[config.mk]
export PLATFORM = sky130hd
export DESIGN_NAME = change_dispenser
export DESIGN_NICKNAME = d
export VERILOG_FILES = /design/src/rtl/change_pkg.sv /design/src/rtl/change_denom_select.sv /design/src/rtl/change_dispenser.sv
export SDC_FILE = /design/constraint.sdc
export NUM_CORES = 1
export LEC_CHECK = 0
export ABC_CLOCK_PERIOD_IN_PS = 4800
export BUFFER_PORTS_ARGS = -buffer_cell sky130_fd_sc_hd__buf_2
export CAP_MARGIN = 20
export CORE_ASPECT_RATIO = 0.7
export CORE_MARGIN = 2
export CORE_UTILIZATION = 59
export DETAILED_ROUTE_END_ITERATION = 16
export GPL_TIMING_DRIVEN = 0
export PLACE_DENSITY = 0.85
export SLEW_MARGIN = 10
export SYNTH_ARGS = -nofsm -noshare
export SYNTH_HDL_FRONTEND = slang
export SYNTH_SLANG_ARGS = --single-unit
[constraint.sdc]
create_clock -name clk -period 4.8 [get_ports clk]
set_input_delay 0.96 -clock clk [delete_from_list [all_inputs] [get_ports clk]]
set_output_delay 0.96 -clock clk [all_outputs]
set_load 0.02 [all_outputs]
[src/rtl/change_pkg.sv]
// change_pkg: shared payout FSM states, denomination values and one-hot coin codes.
package change_pkg;
    typedef enum logic [2:0] {IDLE, SELECT, OFFER, DONE, FAULT} state_t;
    localparam int VAL0 = 1;
    localparam int VAL1 = 5;
    localparam int VAL2 = 10;
    localparam int VAL3 = 20;
    localparam logic [3:0] COIN_1  = 4'b0001;
    localparam logic [3:0] COIN_5  = 4'b0010;
    localparam logic [3:0] COIN_10 = 4'b0100;
    localparam logic [3:0] COIN_20 = 4'b1000;
endpackage

[src/rtl/change_denom_select.sv]
// change_denom_select: greedy pick of the largest non-empty coin that fits the remaining amount.
module change_denom_select
    import change_pkg::*;
#(
    parameter int W    = 7,
    parameter int VAL0 = change_pkg::VAL0,
    parameter int VAL1 = change_pkg::VAL1,
    parameter int VAL2 = change_pkg::VAL2,
    parameter int VAL3 = change_pkg::VAL3
) (
    input  logic [W-1:0] remaining,
    input  logic [3:0]   coin_empty,
    output logic [3:0]   sel_onehot,
    output logic [W-1:0] sel_value,
    output logic         none_ok
);
    localparam logic [W-1:0] V0 = W'(VAL0);
    localparam logic [W-1:0] V1 = W'(VAL1);
    localparam logic [W-1:0] V2 = W'(VAL2);
    localparam logic [W-1:0] V3 = W'(VAL3);
    logic [3:0] ok;
    always_comb begin
        ok = {!coin_empty[3] && remaining >= V3, !coin_empty[2] && remaining >= V2,
              !coin_empty[1] && remaining >= V1, !coin_empty[0] && remaining >= V0};
        sel_onehot = ok[3] ? COIN_20 : ok[2] ? COIN_10 : ok[1] ? COIN_5 : ok[0] ? COIN_1 : 4'b0000;
        sel_value  = ok[3] ? V3 : ok[2] ? V2 : ok[1] ? V1 : ok[0] ? V0 : '0;
        none_ok    = ~|ok;
    end
endmodule

[src/rtl/change_dispenser.sv]
// change_dispenser: pays out a change amount one coin at a time over a valid/ack hopper handshake.
module change_dispenser
    import change_pkg::*;
#(
    parameter int W       = 7,
    parameter int VAL0    = change_pkg::VAL0,
    parameter int VAL1    = change_pkg::VAL1,
    parameter int VAL2    = change_pkg::VAL2,
    parameter int VAL3    = change_pkg::VAL3,
    parameter int TIMEOUT = 1000,
    parameter int TW      = 10
) (
    input  logic         clk,
    input  logic         rst,
    input  logic         start,
    input  logic [W-1:0] amount,
    input  logic [3:0]   coin_empty,
    input  logic         coin_ack,
    input  logic         clr_fault,
    output logic         busy,
    output logic         coin_valid,
    output logic [3:0]   coin_sel,
    output logic         done,
    output logic         fault,
    output logic [W-1:0] remaining,
    output logic [W-1:0] coin_count
);
    state_t state, state_n;
    logic [3:0] pick, sel;
    logic [W-1:0] pick_val, val;
    logic none_ok, timeout;
    logic [TW-1:0] timer;

    change_denom_select #(.W(W), .VAL0(VAL0), .VAL1(VAL1), .VAL2(VAL2), .VAL3(VAL3)) u_sel (
        .remaining (remaining),
        .coin_empty(coin_empty),
        .sel_onehot(pick),
        .sel_value (pick_val),
        .none_ok   (none_ok)
    );

    assign timeout = timer == TW'(TIMEOUT - 1);

    always_comb begin
        state_n = state;
        case (state)
            IDLE:    state_n = start ? SELECT : IDLE;
            SELECT:  state_n = remaining == '0 ? DONE : none_ok ? FAULT : OFFER;
            OFFER:   state_n = coin_ack ? SELECT : timeout ? FAULT : OFFER;
            DONE:    state_n = IDLE;
            FAULT:   state_n = clr_fault ? IDLE : FAULT;
            default: state_n = IDLE;
        endcase
    end

    // The chosen coin is latched in SELECT so tube changes during OFFER cannot withdraw it.
    always_ff @(posedge clk) begin
        if (!rst) begin
            state      <= IDLE;
            remaining  <= '0;
            coin_count <= '0;
            timer      <= '0;
            sel        <= '0;
            val        <= '0;
        end else begin
            state <= state_n;
            if (state == IDLE && start) begin
                remaining  <= amount;
                coin_count <= '0;
            end
            if (state == SELECT) begin
                timer <= '0;
                sel   <= pick;
                val   <= pick_val;
            end
            if (state == OFFER) begin
                if (coin_ack) begin
                    remaining  <= remaining - val;
                    coin_count <= coin_count + W'(1);
                end else begin
                    timer <= timer + TW'(1);
                end
            end
        end
    end

    assign busy       = state != IDLE;
    assign coin_valid = state == OFFER;
    assign coin_sel   = state == OFFER ? sel : 4'b0000;
    assign done       = state == DONE;
    assign fault      = state == FAULT;
endmodule

==> reports/qor.yml <==
run_status:
  run_status: "finished clean"
power:
  fin_total_pwr_mw: 0.6900
  internal_power_mw: 0.4576
  power.static_leakage_nw: 0.9454
  switch_pwr_mw: 0.2324
  clockPowerShare_pct: 27.4
  powerDensity_nw_per_um2: 312.6
  p_comb_share_pct: 28.4
  swShare_pct: 33.68
  pwr-share-seq_pct: 44.2
  ir_drop_mv: 0.1870
sta:
  worst-slew-pin-transition_ns: 0.7798
  timing.max_slew.rel_slack_pct: 47.61
  finalClockSkew_ns: 0.005229
  fin_crit_ns: 2.704
  total_of_endpoints_with_negative_setup_slack_in_the_final_report: 0
  count_of_final_max_slew_check_failures: 0
  total_neg_setup_slack_ns: 0
  fin_ws_ns: 2.096
  layout_worst_path_cycle_share_pct: 56.33
  hold_ws_ns: 0.4579
  setup_repair_after_global_routing_missed_its_margin: "no"
  achievable-frequency_ghz: 0.3698
  final_hold_viol_count: 0
flow_run:
  maxCapViolations: 0
cells_and_area:
  mostFrequentLayoutCells: "sky130_fd_sc_hd__buf_2, sky130_fd_sc_hd__dfxtp_1, sky130_fd_sc_hd__nand2_1"
  count_of_placed_standard_cells_in_the_final_layout_fillers_left_out: 313
  areaGrowthSynthToFinish_pct: 16.13
  stdcell_area_sq_um: 2207
  drive_gt1_share_pct: 18.55
  post-route-util_pct: 71.07
  diodes: 0
  fillers: 280
  layout.nets: 300
  mostFrequentLayoutCell: "sky130_fd_sc_hd__buf_2"
clocking:
  cts_resized: 0
  clk_root_buffer_cell: "sky130_fd_sc_hd__clkbuf_8"
  cts_hold_bufs: 0
  worstSkewPairLatency_ns: 0.28
  htree_num_levels: 2
  clock_input_transition_at_the_sequential_cells_of_the_worst_setup_and_hold_paths_ns: 0.06
  tritoncts: "yes"
  clock_sink_count: 33
  cts-buffers-inserted: 5
  cts_max_path_buffers: 2
  count_of_buffers_added_by_post_cts_timing_repair_for_setup: 0
floorplanning:
  floorplan_core_area_sq_um: 3105
  floorplan.initialDensity_pct: 61.20
  floorplan.die.height_um: 51.49
  fp-row-count: 17
  fp.dieArea_sq_um: 3698
  top_level_pins: 38
  fp.dieW_um: 71.84
route:
  post-route-drc-count: 0
  antenna_violating_nets_post_route: 0
  postRouteWirelength_mm: 4.800
  routed-via-count: 1853
  detailedRoute.firstIterationViolations: 116
  first_pass_iters: 5
  drt-wirelength-per-cell_um: 15.34
  route.detailed.vias_per_inst: 5.920
global_route:
  globalRoute.totalOverflow: 0
  grt_first_pass_wirelength_mm: 7.845
  grt_max_degree: 11
  grt_antenna_before_repair: 0
  first_global_vias: 1668
  grt_util_all_layers_pct: 27.72
logic_synthesis:
  synth_seq_cells: 33
  synth_cells: 232
  synth_enable_flop_cells: 0
  syn_avg_cell_area_sq_um: 8.192
  post_synth_instance_area_sq_um: 1901
  synth_sequential_area_ratio_pct: 34.76
  ys.warnings.count: 0
  synth_top_flop_cell: "sky130_fd_sc_hd__dfxtp_1"
  synth_cell_types: 47
  synthArstFlopShare_pct: 0
  synth_nets: 256
worst_setup_path:
  timing.critical_path.to_type: "output pin"
  cp_class: "register to output pin"
  critical_path.most_common_cell: "sky130_fd_sc_hd__buf_2"
  crit_path_max_incr_delay_ns: 0.58
  critical_path.max_fanout: 10
  worstPathCellList: "buf_2, nor3b_1, and2_1, buf_2"
  critPathLaunchType: "register"
  crit_required_ns: 3.84
  crit_family: "simple AND/OR/NAND/NOR gates"
  worst-path-buf-inv: 2
  worst_ep_arrival_time_ns: 1.74
  timing.critical_path.slowest_stage_cell: "sky130_fd_sc_hd__nor3b_1"
place:
  dpl.cell_count: 307
  worst_setup_slack_post_dpl_ns: 2.336
  place.port_buffers: 37
  post_dp_cell_area_sq_um: 2133
  detailed_place_hpwl_mm: 3.489
  finalWeightedCongestion: 0.9037
min_path:
  worst_hold_path_type: "register to register"
-- worst register-to-register path, stage by stage (launching register included) --
cell and delay (ns):
sky130_fd_sc_hd__dfxtp_1 0.32, sky130_fd_sc_hd__buf_2 0.17, sky130_fd_sc_hd__nor3b_1 0.58, sky130_fd_sc_hd__nand2_1 0.34, sky130_fd_sc_hd__nor3_1 0.26, sky130_fd_sc_hd__a222oi_1 0.14, sky130_fd_sc_hd__a21boi_0 0.17
-- state kept, by name (all words and copies together) (netlist names) --
name        cells
remaining       7
timer          10
state           3
val             3
coin_count      7
sel             3
-- final timing paths --
| path | cells after the start | start | slack (ns) | to |
|---|---|---|---|---|
| worst max register to register | 6 | state[0] | 2.75 | remaining[5] |
| worst min register to register | 2 | sel[1] | 0.46 | sel[1] |
| worst min-delay path | 2 | sel[1] | 0.46 | sel[1] |
| worst max-delay path | 4 | state[0] | 2.10 | coin_sel[3] |
-- power groups by stage --
stage,registers [mW],clock network [mW],logic (mW)
final,0.305,0.189,0.196
after CTS,0.304,0.191,0.193
after global routing,0.307,0.205,0.217
after detailed placement,0.310,0,0.191
after floorplan,0.316,0,0.129
after global placement,0.310,0,0.187
-- synthesized netlist by cell type, types with 2 or more instances --
cell,n,area (sq um)
sky130_fd_sc_hd__dfxtp_1,33,660.6
sky130_fd_sc_hd__mux2i_1,6,60.06
sky130_fd_sc_hd__xnor2_1,3,26.28
sky130_fd_sc_hd__nand2_1,22,82.58
sky130_fd_sc_hd__clkbuf_1,5,18.77
sky130_fd_sc_hd__buf_2,3,15.01
sky130_fd_sc_hd__and3_1,4,25.02
sky130_fd_sc_hd__o221ai_1,3,26.28
sky130_fd_sc_hd__a21boi_0,9,67.56
sky130_fd_sc_hd__nor3_1,7,35.03
sky130_fd_sc_hd__nor2b_1,4,25.02
sky130_fd_sc_hd__inv_1,9,33.78
sky130_fd_sc_hd__o211ai_1,2,15.01
sky130_fd_sc_hd__ha_1,7,87.58
sky130_fd_sc_hd__a222oi_1,2,20.02
sky130_fd_sc_hd__nor2_1,16,60.06
sky130_fd_sc_hd__nand2b_1,5,31.28
sky130_fd_sc_hd__nand3_1,10,50.05
sky130_fd_sc_hd__o21ai_0,16,80.08
sky130_fd_sc_hd__and2_1,19,118.9
sky130_fd_sc_hd__nand4_1,5,31.28
sky130_fd_sc_hd__or3_1,3,18.77
sky130_fd_sc_hd__a22oi_1,4,30.03
sky130_fd_sc_hd__a21oi_1,12,60.06
-- area by class of cell --
class | count | area, sq um | area share [%]
Tap cell | 38 | 47.55 | 2.154
Buffer | 10 | 52.55 | 2.381
Multi-Input combinational cell | 180 | 1154 | 52.27
Timing Repair Buffer | 37 | 185.2 | 8.390
Clock inverter | 1 | 5.005 | 0.2268
Clock buffer | 5 | 68.82 | 3.118
Sequential cell | 33 | 660.6 | 29.93
Inverter | 9 | 33.78 | 1.531
-- cell families (layout without fill, tap and decap cells) --
| family | count (synthesis) | in the layout | share of synthesized area, % |
|---|---|---|---|
| multiplexers | 6 | 6 | 3.160 |
| AND/OR/NAND/NOR | 106 | 106 | 30.61 |
| adder cells (fa/ha/maj) | 9 | 9 | 6.188 |
| buffers and inverters | 19 | 62 | 4.542 |
| flip-flops | 33 | 33 | 34.76 |
| AO/OA/AOI/OAI | 55 | 55 | 18.89 |
| XOR/XNOR | 4 | 4 | 1.844 |
-- routing by layer --
metal / up-vias / share of wire, % / track usage (%)
met5: - / 0 / 0
met4: 0 / 0.54 / 7.862
met3: 3 / 8.5 / 5.720
met2: 79 / 43 / 41.36
met1: 846 / 48 / 40.27
li1: 925 / - / -
Note: power is estimated with default switching activity, not from simulation.
